===== src/rtl/plic_pkg.sv =====
// Shared PLIC types, limits and ID-width helper.
package plic_pkg;

    localparam int IRQ_NUM_MAX    = 1024;
    localparam int IRQ_ID_MAX_W   = 10;
    localparam int IRQ_PRIO_MAX_W = 8;

    typedef logic [IRQ_ID_MAX_W-1:0]   irq_id_t;
    typedef logic [IRQ_PRIO_MAX_W-1:0] irq_prio_t;

    function automatic int id_width(input int n);
        return (n <= 2) ? 1 : $clog2(n);
    endfunction

endpackage


===== src/rtl/plic_target_ctrl_if.sv =====
// Gateway-side bundle: per-source request/accept and completion pulses.
interface plic_target_ctrl_if #(
    parameter int IRQ_NUM = 3
);
    logic [IRQ_NUM-1:0] valid;
    logic [IRQ_NUM-1:0] ready;
    logic [IRQ_NUM-1:0] comp;

    modport master (output valid, input  ready, input  comp);
    modport slave  (input  valid, output ready, output comp);
endinterface


===== src/rtl/plic_max_sel.sv =====
// Max-priority finder over eligible sources, binary reduction tree.
// Latency: combinational. Backpressure: none.
// Ties resolve to the lower ID because the left (lower) child wins equal compares.
module plic_max_sel #(
    parameter int N  = 3,
    parameter int PW = 3,
    parameter int IW = 2
) (
    input  logic [N-1:0]         elig_i,
    input  logic [N-1:0][PW-1:0] prio_i,
    output logic [IW-1:0]        max_id_o,
    output logic [PW-1:0]        max_prio_o
);
    localparam int LEAVES = 1 << $clog2(N);

    logic [PW-1:0] node_prio [LEAVES];
    logic [IW-1:0] node_id   [LEAVES];

    // Level-by-level reduction done in place: node j of a level reads 2j/2j+1,
    // which are never overwritten before being consumed.
    always_comb begin
        node_prio = '{default: '0};
        node_id   = '{default: '0};
        for (int i = 0; i < N; i++) begin
            node_prio[i] = elig_i[i] ? prio_i[i] : '0;
            node_id[i]   = IW'(i);
        end
        for (int w = LEAVES / 2; w >= 1; w = w / 2) begin
            for (int j = 0; j < w; j++) begin
                if (node_prio[2*j+1] > node_prio[2*j]) begin
                    node_prio[j] = node_prio[2*j+1];
                    node_id[j]   = node_id[2*j+1];
                end else begin
                    node_prio[j] = node_prio[2*j];
                    node_id[j]   = node_id[2*j];
                end
            end
        end
    end

    assign max_id_o   = node_id[0];
    assign max_prio_o = node_prio[0];

endmodule


===== src/rtl/plic_target_ctrl.sv =====
// Per-target PLIC core: pending latch, priority resolve, threshold, claim/complete.
// Latency: handshake -> ext_irq_o in 3 edges; claim_id_o/comp_o combinational.
// Backpressure: ready_o[i] low while source i is pending; irq0 never accepted.
module plic_target_ctrl
    import plic_pkg::*;
#(
    parameter int IRQ_NUM        = 3,
    parameter int IRQ_PRIO_WIDTH = 3,
    parameter int ID_WIDTH       = id_width(IRQ_NUM)
) (
    input  logic                                    clk_i,
    input  logic                                    rst_n_i,
    plic_target_ctrl_if.slave                       gw,
    input  logic [IRQ_NUM-1:0][IRQ_PRIO_WIDTH-1:0]  prio_i,
    input  logic [IRQ_NUM-1:0]                      ie_i,
    input  logic [IRQ_PRIO_WIDTH-1:0]               thold_i,
    output logic [IRQ_NUM-1:0]                      ip_o,
    input  logic                                    claim_i,
    output logic [ID_WIDTH-1:0]                     claim_id_o,
    input  logic                                    comp_i,
    input  logic [ID_WIDTH-1:0]                     comp_id_i,
    output logic                                    ext_irq_o
);
    logic [IRQ_NUM-1:0]        ip_q, ip_d, act_q, act_d;
    logic [IRQ_NUM-1:0]        elig, ready, claim_oh, comp_oh;
    logic [ID_WIDTH-1:0]       best_id_q, best_id_d;
    logic [IRQ_PRIO_WIDTH-1:0] best_prio_q, best_prio_d;
    logic                      ext_irq_q, ext_irq_d;
    logic                      claim_ok, comp_ok, comp_in_range;

    always_comb begin
        elig = '0;
        for (int i = 0; i < IRQ_NUM; i++) begin
            elig[i] = ip_q[i] & ie_i[i] & (prio_i[i] != '0);
        end
    end

    assign ready    = {~ip_q[IRQ_NUM-1:1], 1'b0};
    assign gw.ready = ready;

    // Re-checking elig of the registered winner stops a claim in the cycle after
    // a previous claim from returning the same, already cleared, ID.
    assign claim_ok   = rst_n_i & (best_prio_q > thold_i) & elig[best_id_q];
    assign claim_id_o = claim_ok ? best_id_q : '0;

    assign comp_in_range = ({1'b0, comp_id_i} < (ID_WIDTH + 1)'(IRQ_NUM));
    assign comp_ok       = rst_n_i & comp_i & (comp_id_i != '0) & comp_in_range
                           & act_q[comp_id_i];

    always_comb begin
        claim_oh = '0;
        comp_oh  = '0;
        for (int i = 0; i < IRQ_NUM; i++) begin
            claim_oh[i] = claim_i & claim_ok & (best_id_q == ID_WIDTH'(i));
            comp_oh[i]  = comp_ok & (comp_id_i == ID_WIDTH'(i));
        end
    end

    assign gw.comp = comp_oh;

    // Same-ID claim+complete: act_q was clear, so comp_oh is 0 and the claim wins.
    assign ip_d      = (ip_q | (gw.valid & ready)) & ~claim_oh;
    assign act_d     = (act_q | claim_oh) & ~comp_oh;
    assign ext_irq_d = (best_prio_q > thold_i);

    plic_max_sel #(
        .N  (IRQ_NUM),
        .PW (IRQ_PRIO_WIDTH),
        .IW (ID_WIDTH)
    ) u_max_sel (
        .elig_i     (elig),
        .prio_i     (prio_i),
        .max_id_o   (best_id_d),
        .max_prio_o (best_prio_d)
    );

    always_ff @(posedge clk_i) begin
        if (!rst_n_i) begin
            ip_q        <= '0;
            act_q       <= '0;
            best_id_q   <= '0;
            best_prio_q <= '0;
            ext_irq_q   <= 1'b0;
        end else begin
            ip_q        <= ip_d;
            act_q       <= act_d;
            best_id_q   <= best_id_d;
            best_prio_q <= best_prio_d;
            ext_irq_q   <= ext_irq_d;
        end
    end

    assign ip_o      = ip_q;
    assign ext_irq_o = ext_irq_q;

endmodule


===== src/flat_wrapper.sv =====
// flat-port wrapper written by rule: the top's interface ports become plain ports
module plic_target_ctrl_flat import plic_pkg::*;
#(
    parameter int IRQ_NUM        = 3,
    parameter int IRQ_PRIO_WIDTH = 3,
    parameter int ID_WIDTH       = id_width(IRQ_NUM)
)
  (clk_i, rst_n_i, prio_i, ie_i, thold_i, ip_o, claim_i, claim_id_o, comp_i, comp_id_i, ext_irq_o, gw_valid, gw_ready, gw_comp);
  plic_target_ctrl_if #(.IRQ_NUM(IRQ_NUM)) gw_i ();
  input  logic clk_i;
  input  logic rst_n_i;
  input  logic [IRQ_NUM-1:0][IRQ_PRIO_WIDTH-1:0] prio_i;
  input  logic [IRQ_NUM-1:0] ie_i;
  input  logic [IRQ_PRIO_WIDTH-1:0] thold_i;
  output logic [IRQ_NUM-1:0] ip_o;
  input  logic claim_i;
  output logic [ID_WIDTH-1:0] claim_id_o;
  input  logic comp_i;
  input  logic [ID_WIDTH-1:0] comp_id_i;
  output logic ext_irq_o;
  input wire logic [$bits(gw_i.valid)-1:0] gw_valid;
  output wire logic [$bits(gw_i.ready)-1:0] gw_ready;
  output wire logic [$bits(gw_i.comp)-1:0] gw_comp;
  assign gw_i.valid = gw_valid;
  assign gw_ready = gw_i.ready;
  assign gw_comp = gw_i.comp;
  plic_target_ctrl #(.IRQ_NUM(IRQ_NUM), .IRQ_PRIO_WIDTH(IRQ_PRIO_WIDTH), .ID_WIDTH(ID_WIDTH)) u_core (.clk_i(clk_i), .rst_n_i(rst_n_i), .gw(gw_i), .prio_i(prio_i), .ie_i(ie_i), .thold_i(thold_i), .ip_o(ip_o), .claim_i(claim_i), .claim_id_o(claim_id_o), .comp_i(comp_i), .comp_id_i(comp_id_i), .ext_irq_o(ext_irq_o));
endmodule

===== config.mk =====
export PLATFORM = sky130hd
export DESIGN_NAME = plic_target_ctrl_flat
export DESIGN_NICKNAME = d
export VERILOG_FILES = /design/src/rtl/plic_pkg.sv /design/src/rtl/plic_target_ctrl_if.sv /design/src/rtl/plic_max_sel.sv /design/src/rtl/plic_target_ctrl.sv /design/src/flat_wrapper.sv
export SDC_FILE = /design/constraint.sdc
export NUM_CORES = 1
export LEC_CHECK = 0
export CAP_MARGIN = 25
export CORE_MARGIN = 2
export CORE_UTILIZATION = 31
export CTS_CLUSTER_SIZE = 28
export DETAILED_ROUTE_END_ITERATION = 10
export GPL_TIMING_DRIVEN = 1
export MAX_ROUTING_LAYER = met4
export PLACE_DENSITY = 0.7
export SYNTH_ARGS = -nofsm -noshare
export SYNTH_HDL_FRONTEND = slang
export SYNTH_SLANG_ARGS = --single-unit

===== constraint.sdc =====
create_clock -name clk_i -period 9.15 [get_ports clk_i]
set_input_delay 1.83 -clock clk_i [delete_from_list [all_inputs] [get_ports clk_i]]
set_output_delay 1.83 -clock clk_i [all_outputs]
set_load 0.05 [all_outputs]

==> metrics.txt, run 1 <==
diodes inserted=0; layout cells sized above 1=0.0833; yosys warns=0; worst setup margin=3.26 ns; Initial Util=0.327; Worst path most repeated cell=clkdlybuf4s50_1; H-tree depth=1; fillers=252; biggest area consumer among synthesized cells=dfxtp_1; final worst-path cycle share=0.643; IO Count=36; Die X=54.9 um; Pre-antenna DRT Iters=4; DRC=0; Final Hold Violating Endpoints=0; first-pass GRT wire length=3260 um; Worst-path clk slew=0.07 ns; asr flop ratio synth=0; pwr dens=106 mW/mm2; Max Fclk=170 MHz; CP Launch Type=input pin; maximum clock insertion buffer count=2; DR vias/cell=5.25; fin util=0.477; CTS sink cnt=11; Port Buf Inserts=32; Overall Global Routing Usage=0.154; Synth top cells by count=11 x dfxtp_1, 10 x inv_1, 9 x ha_1; crit-path leading delay family=buffers and inverters; DIE AREA=0.00301 mm2; flops & latches, synth=11; Slew Limit Headroom=0.665; post-cts resize count=0; clock root buffer=clkbuf_4; hold_buf cts=0; initial antenna violation count=0; Setup-failing EPs final=0; Primary FF master, synth=dfxtp_1; CP endpoint kind=output pin; Synth area leaders=dfxtp_1 27%, ha_1 14%, and3_1 4.7%, inv_1 4.7%, nand3_1 3.7%; DR iter-0 viols=14; area delta synth->final=46.0%; HPWL after DPL=1680 um; Top Metal Used=met4; PnR Total Power=0.000124 W; fin crit period=5.89 ns; P_leak=0.500 nW; status=finished clean; Worst-Margin Slew=0.501 ns; RSZ-0062 raised after global routing=no; WL met2=904 um; Die H=54.9 um; vias in the first global route=804; critical path's largest stage delay=0.84 ns; pre-CTS setup slack=3.27 ns; fin nets=166; Post-Syn Area=802 um2; DR WL/cell=12.3 um; worst-path maximum fanout=13; Antenna Nets Post-Route=0; Hold Crit Class=flop to flop; sequential-to-total area share from yosys stat=0.275; synthesized netlist cell count=98; slowest CP cell=clkdlybuf4s50_1; final WL=2000 um; met1 wire length=925 um; core box area=0.00245 mm2; Routed met3 length=153 um; number of buffers and inverters on the critical path=3; CP Class=input pin to output pin; Pins Over Slew Limit=0; # Post-CTS Setup Buffers=0; max-cap violation count=0; cts bufs inserted=3; CTS tree=done; count leader, synth=dfxtp_1; largest net degree at the start of global routing=14; Clock Skew=0.00529 ns; gr ovfl total=0; vias=851; syn avg cell area=8.18 um2; Setup TNS=0 ns; area share of the largest cell type after synthesis=0.275; Post-synth EDFFs=0; VDD IR max=0.0901 mV; clock latency on the worst-skew pair=0.26 ns; Worst EP required=7.32 ns; routability congestion estimate=0.863; worst path arrival time=4.06 ns; synth unique cells=33; CP cell instances=clkdlybuf4s50_1, inv_1, a31oi_1, o21ai_2, nor3_1, clkdlybuf4s50_1; Rows=18
==> final timing paths <==
path,depth (start not counted),from,slack [ns],end
max,6,rst_n_i,3.26,claim_id_o[0]
min,1,u_core.act_q[2],0.47,u_core.act_q[2]
max reg2reg,11,u_core.ip_o[1],6.10,u_core.best_prio_q[1]
min reg2reg,1,u_core.act_q[2],0.47,u_core.act_q[2]
==> sequential cells by signal (all words and copies together) (netlist names) <==
name	count
u_core.ip_o	3
u_core.act_q	2
u_core.best_prio_q	3
u_core.ext_irq_o	1
u_core.best_id_q	2
==> through the flow <==
step                      cells  instance area, um2  hold slack, ns
after floorplan              99                 806           0.435
after global placement      158                1140           0.456
after detailed placement    158                1140           0.464
after CTS                   162                1170           0.474
after global routing        162                1170           0.509
final                       162                1170           0.472
==> layout by cell type (no fill, tap or decap), drive strengths merged, types with 5 or more instances in the layout <==
| master | count |
|---|---|
| ha | 9 |
| inv | 10 |
| nand3 | 6 |
| dfxtp | 11 |
| nor2 | 5 |
| o21ai | 5 |
| nand2 | 5 |
| clkdlybuf4s50 | 32 |
| and3 | 8 |
==> report_power, final <==
| group | internal, W | switching [W] | leakage (nW) |
|---|---|---|---|
| Clock | 0.0000168 | 0.0000145 | 0.0150 |
| Sequential | 0.0000507 | 0.00000210 | 0.0900 |
| Combinational | 0.0000184 | 0.0000212 | 0.395 |
==> area by class of cell <==
class                   instances  area [um2]  share of cell area
multi-input cells              75         529               0.452
inverters                      10        37.5              0.0321
clock buffers                   4        26.3              0.0224
well taps                      30        37.5              0.0321
flip-flops and latches         11         220               0.188
repair buffers                 32         320               0.274
==> routing by layer <==
layer | vias to the layer above | track usage
li1 | 430 | -
met2 | 36 | 0.248
met5 | - | -
met3 | 2 | 0.0437
met4 | 0 | 0.0458
met1 | 383 | 0.185
==> logic make-up after synthesis <==
kind of cell	after synthesis	synth area share
AOI/OAI and AO/OA	23	0.201
buffers and inverters	13	0.0702
adders and majority gates	9	0.140
other	1	0.00468
and+or+nand+nor	41	0.309
DFF	11	0.275
Note: power is estimated with default switching activity, not from simulation.
==> inputs of run 2 (changes only) <==
Clock period 9.15 ns to 5.65 ns, I/O delays scaled along.
==> run 2 against run 1 <==
Against the previous run:
- register-to-register slack got worse by 3.5 ns
- cell count unchanged
- die area unchanged
- clock-buffer cell count unchanged
- largest cell class unchanged
==> metrics.txt, run 2 (same netlist as run 1, synthesis figures left out) <==
status=finished clean; Worst-path clk slew=0.07 ns (about the same); DR WL/cell=12.1 um (-1.8%); final std cells w/o fill=162 (unchanged); vias in the first global route=793 (-1.4%); Port Buf Inserts=32 (unchanged); initial antenna violation count=0 (unchanged); VDD IR max=0.140 mV (+56%); clock latency on the worst-skew pair=0.26 ns (about the same); core box area=0.00245 mm2 (unchanged); final WL=1960 um (-1.8%); RSZ-0062 raised after global routing=no; Setup TNS=0 ns (unchanged); hold_buf cts=0 (unchanged); worst path arrival time=3.39 ns (-0.67 ns); routability congestion estimate=0.863 (about the same); Rows=18 (unchanged); Reg-to-Reg End=u_core.best_prio_q[1]; Hold Path Origin=u_core.act_q[2]; H-tree depth=1 (unchanged); Worst EP required=4.52 ns (-2.80 ns); DR vias/cell=5.24 (-0.24%); fin nets=166 (unchanged); fin area=0.00117 mm2 (unchanged); Final Hold Violating Endpoints=0 (unchanged); gr busiest metal=met2; Worst R2R Start=u_core.ip_o[1]; DRC=0 (unchanged); placed cell count=158 (unchanged); layout cells sized above 1=0.0833 (unchanged); vias=849 (-0.24%); diodes inserted=0 (unchanged); met3 Resource Use GR=0.0464 (+0.00273); Hold Crit Class=flop to flop; CTS tree=done; Overall Global Routing Usage=0.153 (-0.00108); CP endpoint kind=output pin; cts bufs inserted=3 (unchanged); HPWL after DPL=1660 um (-0.99%); largest net degree at the start of global routing=14 (unchanged); gr ovfl total=0 (unchanged); commonest non-fill, non-tap cell in the layout=clkdlybuf4s50_1; Slew Limit Headroom=0.665 (about the same); Die H=54.9 um (unchanged); worst reg-to-reg setup slack=2.62 ns (-3.48 ns); GR met2 Demand/Resource=0.258 (+0.00992); worst-path maximum fanout=13 (unchanged); post-cts resize count=0 (unchanged); CP Launch Type=input pin; Die X=54.9 um (unchanged); DIE AREA=0.00301 mm2 (unchanged); # Post-CTS Setup Buffers=0 (unchanged); PnR Total Power=0.000200 W (+62%); IO Count=36 (unchanged); max-cap violation count=0 (unchanged); Pins Over Slew Limit=0 (unchanged); reg2reg path depth=11 (unchanged); fin util=0.477 (unchanged); met1 Usage GRT=0.175 (-0.00960); Initial Util=0.327 (unchanged); fillers=246 (-2.4%); fin crit period=4.52 ns; Pre-antenna DRT Iters=4 (unchanged); Hold Path Cell Cnt=1 (unchanged); maximum clock insertion buffer count=2 (unchanged); Hold EP=u_core.act_q[2]; DP Area=0.00114 mm2 (unchanged); Setup-failing EPs final=0 (unchanged); highest-count cells in the layout ignoring fill and taps=32 x clkdlybuf4s50_1, 11 x dfxtp_1, 10 x inv_1; clock root buffer=clkbuf_4; CTS sink cnt=11 (unchanged); CP Class=input pin to output pin; Antenna Nets Post-Route=0 (unchanged); first-pass GRT wire length=3170 um (-2.5%); final worst-path cycle share=0.800; P_leak=0.500 nW (unchanged); pwr dens=171 mW/mm2 (+62%); DR iter-0 viols=19 (+5); area delta synth->final=46.0% (unchanged); Worst-Margin Slew=0.501 ns (+0.000428 ns); Max Fclk=221 MHz; Clock Skew=0.00640 ns (+0.00111 ns)
[run 2: metal layers]
metal  routed length (um)  part of all wire
met4                   14            0.0071
met2                  881              0.45
met5                    0                 0
met3                  134             0.068
met1                  930              0.47
[run 2: stage by stage]
step	hold slack, ns	worst slack, ns
finish	0.469	1.13
global route	0.510	1.00
CTS	0.473	1.13
detailed placement	0.463	1.16
global placement	0.456	1.17
floorplan	0.435	1.66
[run 2: cell type report]
| class | instances | area, um2 | share of cell area |
|---|---|---|---|
| Inverter | 10 | 37.5 | 0.0321 |
| Tap cell | 30 | 37.5 | 0.0321 |
| Clock buffer | 4 | 26.3 | 0.0224 |
| Multi-Input combinational cell | 75 | 529 | 0.452 |
| Sequential cell | 11 | 220 | 0.188 |
| Timing Repair Buffer | 32 | 320 | 0.274 |
[run 2: worst max-delay path by stage]
stage,depth (start not counted),slack [ns],to,start
final,6,1.13,claim_id_o[0],rst_n_i
after global routing,6,1.00,claim_id_o[0],rst_n_i
after CTS,6,1.13,claim_id_o[0],rst_n_i
after detailed placement,6,1.16,claim_id_o[0],rst_n_i
after global placement,6,1.17,claim_id_o[0],rst_n_i
after floorplan,6,1.66,claim_id_o[0],thold_i[1]
[run 2: critical path, cell delays in order]
cell and delay, ns:
clkdlybuf4s50_1 0.73, inv_1 0.12, a31oi_1 0.20, o21ai_2 0.15, nor3_1 0.22, clkdlybuf4s50_1 0.83
[run 2: where the power goes]
group	switching, W	internal (W)	leakage (nW)
clock	0.0000230	0.0000272	0.0150
combinational	0.0000344	0.0000299	0.395
sequential	0.00000327	0.0000822	0.0900
total	0.0000607	0.000139	0.500
==> inputs of run 3 (changes only) <==
Clock period 5.65 ns to 4.3 ns, I/O delays scaled along.
==> run 3 against run 2 <==
Against the previous run:
- combinational power up 34%
- cell count increased by 0.62%
- register-to-register slack got worse by 1.4 ns
- power grew 35%
- non-clock buffer count up 1
- hold slack improved by 0.0016 ns
- sequential share of layout area shrank 0.12 points
- setup slack got worse by 0.78 ns
- global-route usage increased by 1.8 points
- clock skew shrank 0.0050 ns
- die area did not move
==> metrics.txt, run 3 (same netlist as run 1, synthesis figures left out) <==
cts bufs inserted=3 (unchanged); HPWL after DPL=1750 um (+5.0%); Worst-Margin Slew=0.504 ns (+0.00226 ns); met1 Usage GRT=0.217 (+0.0416); Final Hold Violating Endpoints=0 (unchanged); Overall Global Routing Usage=0.170 (+0.0176); GR met2 Demand/Resource=0.270 (+0.0119); CP endpoint kind=output pin; worst setup margin=0.350 ns (-0.779 ns); diodes inserted=0 (unchanged); # Post-CTS Setup Buffers=0 (unchanged); highest-count cells in the layout ignoring fill and taps=32 x clkdlybuf4s50_1, 11 x dfxtp_1, 10 x inv_1; CTS sink cnt=11 (unchanged); RSZ-0062 raised after global routing=no; Setup TNS=0 ns (unchanged); worst path arrival time=3.09 ns (-0.30 ns); CP Class=input pin to output pin; CP cell instances=clkdlybuf4s50_1, inv_1, ha_1, nor2b_1, o21a_1, o21ai_2, nor3_1, clkdlybuf4s50_1; hold_buf cts=0 (unchanged); CP Launch Type=input pin; pwr dens=230 mW/mm2 (+35%); commonest non-fill, non-tap cell in the layout=clkdlybuf4s50_1; fin nets=167 (+0.60%); H-tree depth=1 (unchanged); Antenna Nets Post-Route=0 (unchanged); pre-CTS setup slack=0.349 ns (-0.810 ns); Hold Crit Class=flop to flop; Reg-to-Reg End=u_core.best_prio_q[1]; final std cells w/o fill=163 (+0.62%); slowest CP cell=clkdlybuf4s50_1; final WL=2130 um (+8.7%); Hold EP=u_core.act_q[2]; clock latency on the worst-skew pair=0.27 ns (about the same); gr busiest metal=met2; CTS tree=done; layout cells sized above 1=0.0902 (+0.00689); initial antenna violation count=0 (unchanged); met3 Resource Use GR=0.0273 (-0.0191); Hold Path Cell Cnt=1 (unchanged); Initial Util=0.327 (unchanged); vias=838 (-1.3%); max-cap violation count=0 (unchanged); Worst R2R Start=u_core.ip_o[1]; maximum clock insertion buffer count=2 (unchanged); worst reg-to-reg setup slack=1.22 ns (-1.40 ns); Hold Path Origin=u_core.act_q[2]; Die H=54.9 um (unchanged); DR iter-0 viols=14 (-5); status=finished clean; largest net degree at the start of global routing=13 (-1); Worst EP required=3.44 ns (-1.08 ns); core box area=0.00245 mm2 (unchanged); area delta synth->final=47.0%; DR vias/cell=5.14 (-1.9%); fillers=255 (+3.7%); placed cell count=159 (+0.63%); reg2reg path depth=11 (unchanged); IO Count=36 (unchanged); Die X=54.9 um (unchanged); PnR Total Power=0.000271 W (+35%); Rows=18 (unchanged); final worst-path cycle share=0.919; Slew Limit Headroom=0.663 (-0.00151); Clock Skew=0.00141 ns (-0.00499 ns); Pins Over Slew Limit=0 (unchanged); gr ovfl total=0 (unchanged); Pre-antenna DRT Iters=4 (unchanged); first-pass GRT wire length=3510 um (+11%); DRC=0 (unchanged); fin crit period=3.95 ns; post-cts resize count=0 (unchanged); Max Fclk=253 MHz; worst-path maximum fanout=6 (-7); vias in the first global route=779 (-1.8%); clock root buffer=clkbuf_4; Setup-failing EPs final=0 (unchanged); VDD IR max=0.126 mV (-11%); Worst path most repeated cell=clkdlybuf4s50_1; P_leak=0.505 nW (+0.96%); Port Buf Inserts=32 (unchanged); Worst-path clk slew=0.07 ns (about the same); fin util=0.480 (+0.00306); DIE AREA=0.00301 mm2 (unchanged); critical path's largest stage delay=0.84 ns (about the same); routability congestion estimate=0.886 (+2.6%); DR WL/cell=13.1 um (+8.0%)
[run 3: changes by cell type in the layout (fill, tap and decap cells not counted)]
cell | previous run | this run
buf_4 | 0 | 1
[run 3: how the worst max path moves through the flow]
stage	depth (start not counted)	start	to
after CTS	8	thold_i[1]	claim_id_o[0]
final	8	thold_i[1]	claim_id_o[0]
after global placement	8	thold_i[1]	claim_id_o[0]
after detailed placement	12	ie_i[1]	u_core.best_prio_q[1]
after floorplan	6	thold_i[1]	claim_id_o[0]
after global routing	8	thold_i[1]	claim_id_o[0]
[run 3: layer usage]
metal / wire length, um / part of all wire
met1: 983 / 0.46
met2: 976 / 0.46
met3: 154 / 0.072
met4: 17 / 0.0080
met5: 0 / 0
[run 3: area by class of cell]
cell class	count	area, um2	share of cell area
multi-input cells	75	529	0.449
repair buffers	33	328	0.278
flip-flops and latches	11	220	0.187
inverters	10	37.5	0.0318
well taps	30	37.5	0.0318
clock buffers	4	26.3	0.0223
[run 3: per-stage QoR]
step	hold slack [ns]	area, um2
2_1_floorplan	0.435	806
4_1_cts	0.474	1180
5_1_grt	0.510	1180
3_3_place_gp	0.457	1150
3_5_place_dp	0.463	1150
6_report	0.470	1180
[run 3: critical path, delay by kind of cell]
family | cells | cell delay [ns]
fa+ha+maj | 1 | 0.28
simple gates | 2 | 0.36
buf+inv | 3 | 1.33
compound gates | 2 | 0.25
[run 3: power breakdown]
group / leakage (nW) / switching [W] / internal (W)
Clock: 0.0150 / 0.0000366 / 0.0000359
Combinational: 0.400 / 0.0000460 / 0.0000398
Sequential: 0.0900 / 0.00000441 / 0.000108
Total: 0.505 / 0.0000870 / 0.000184
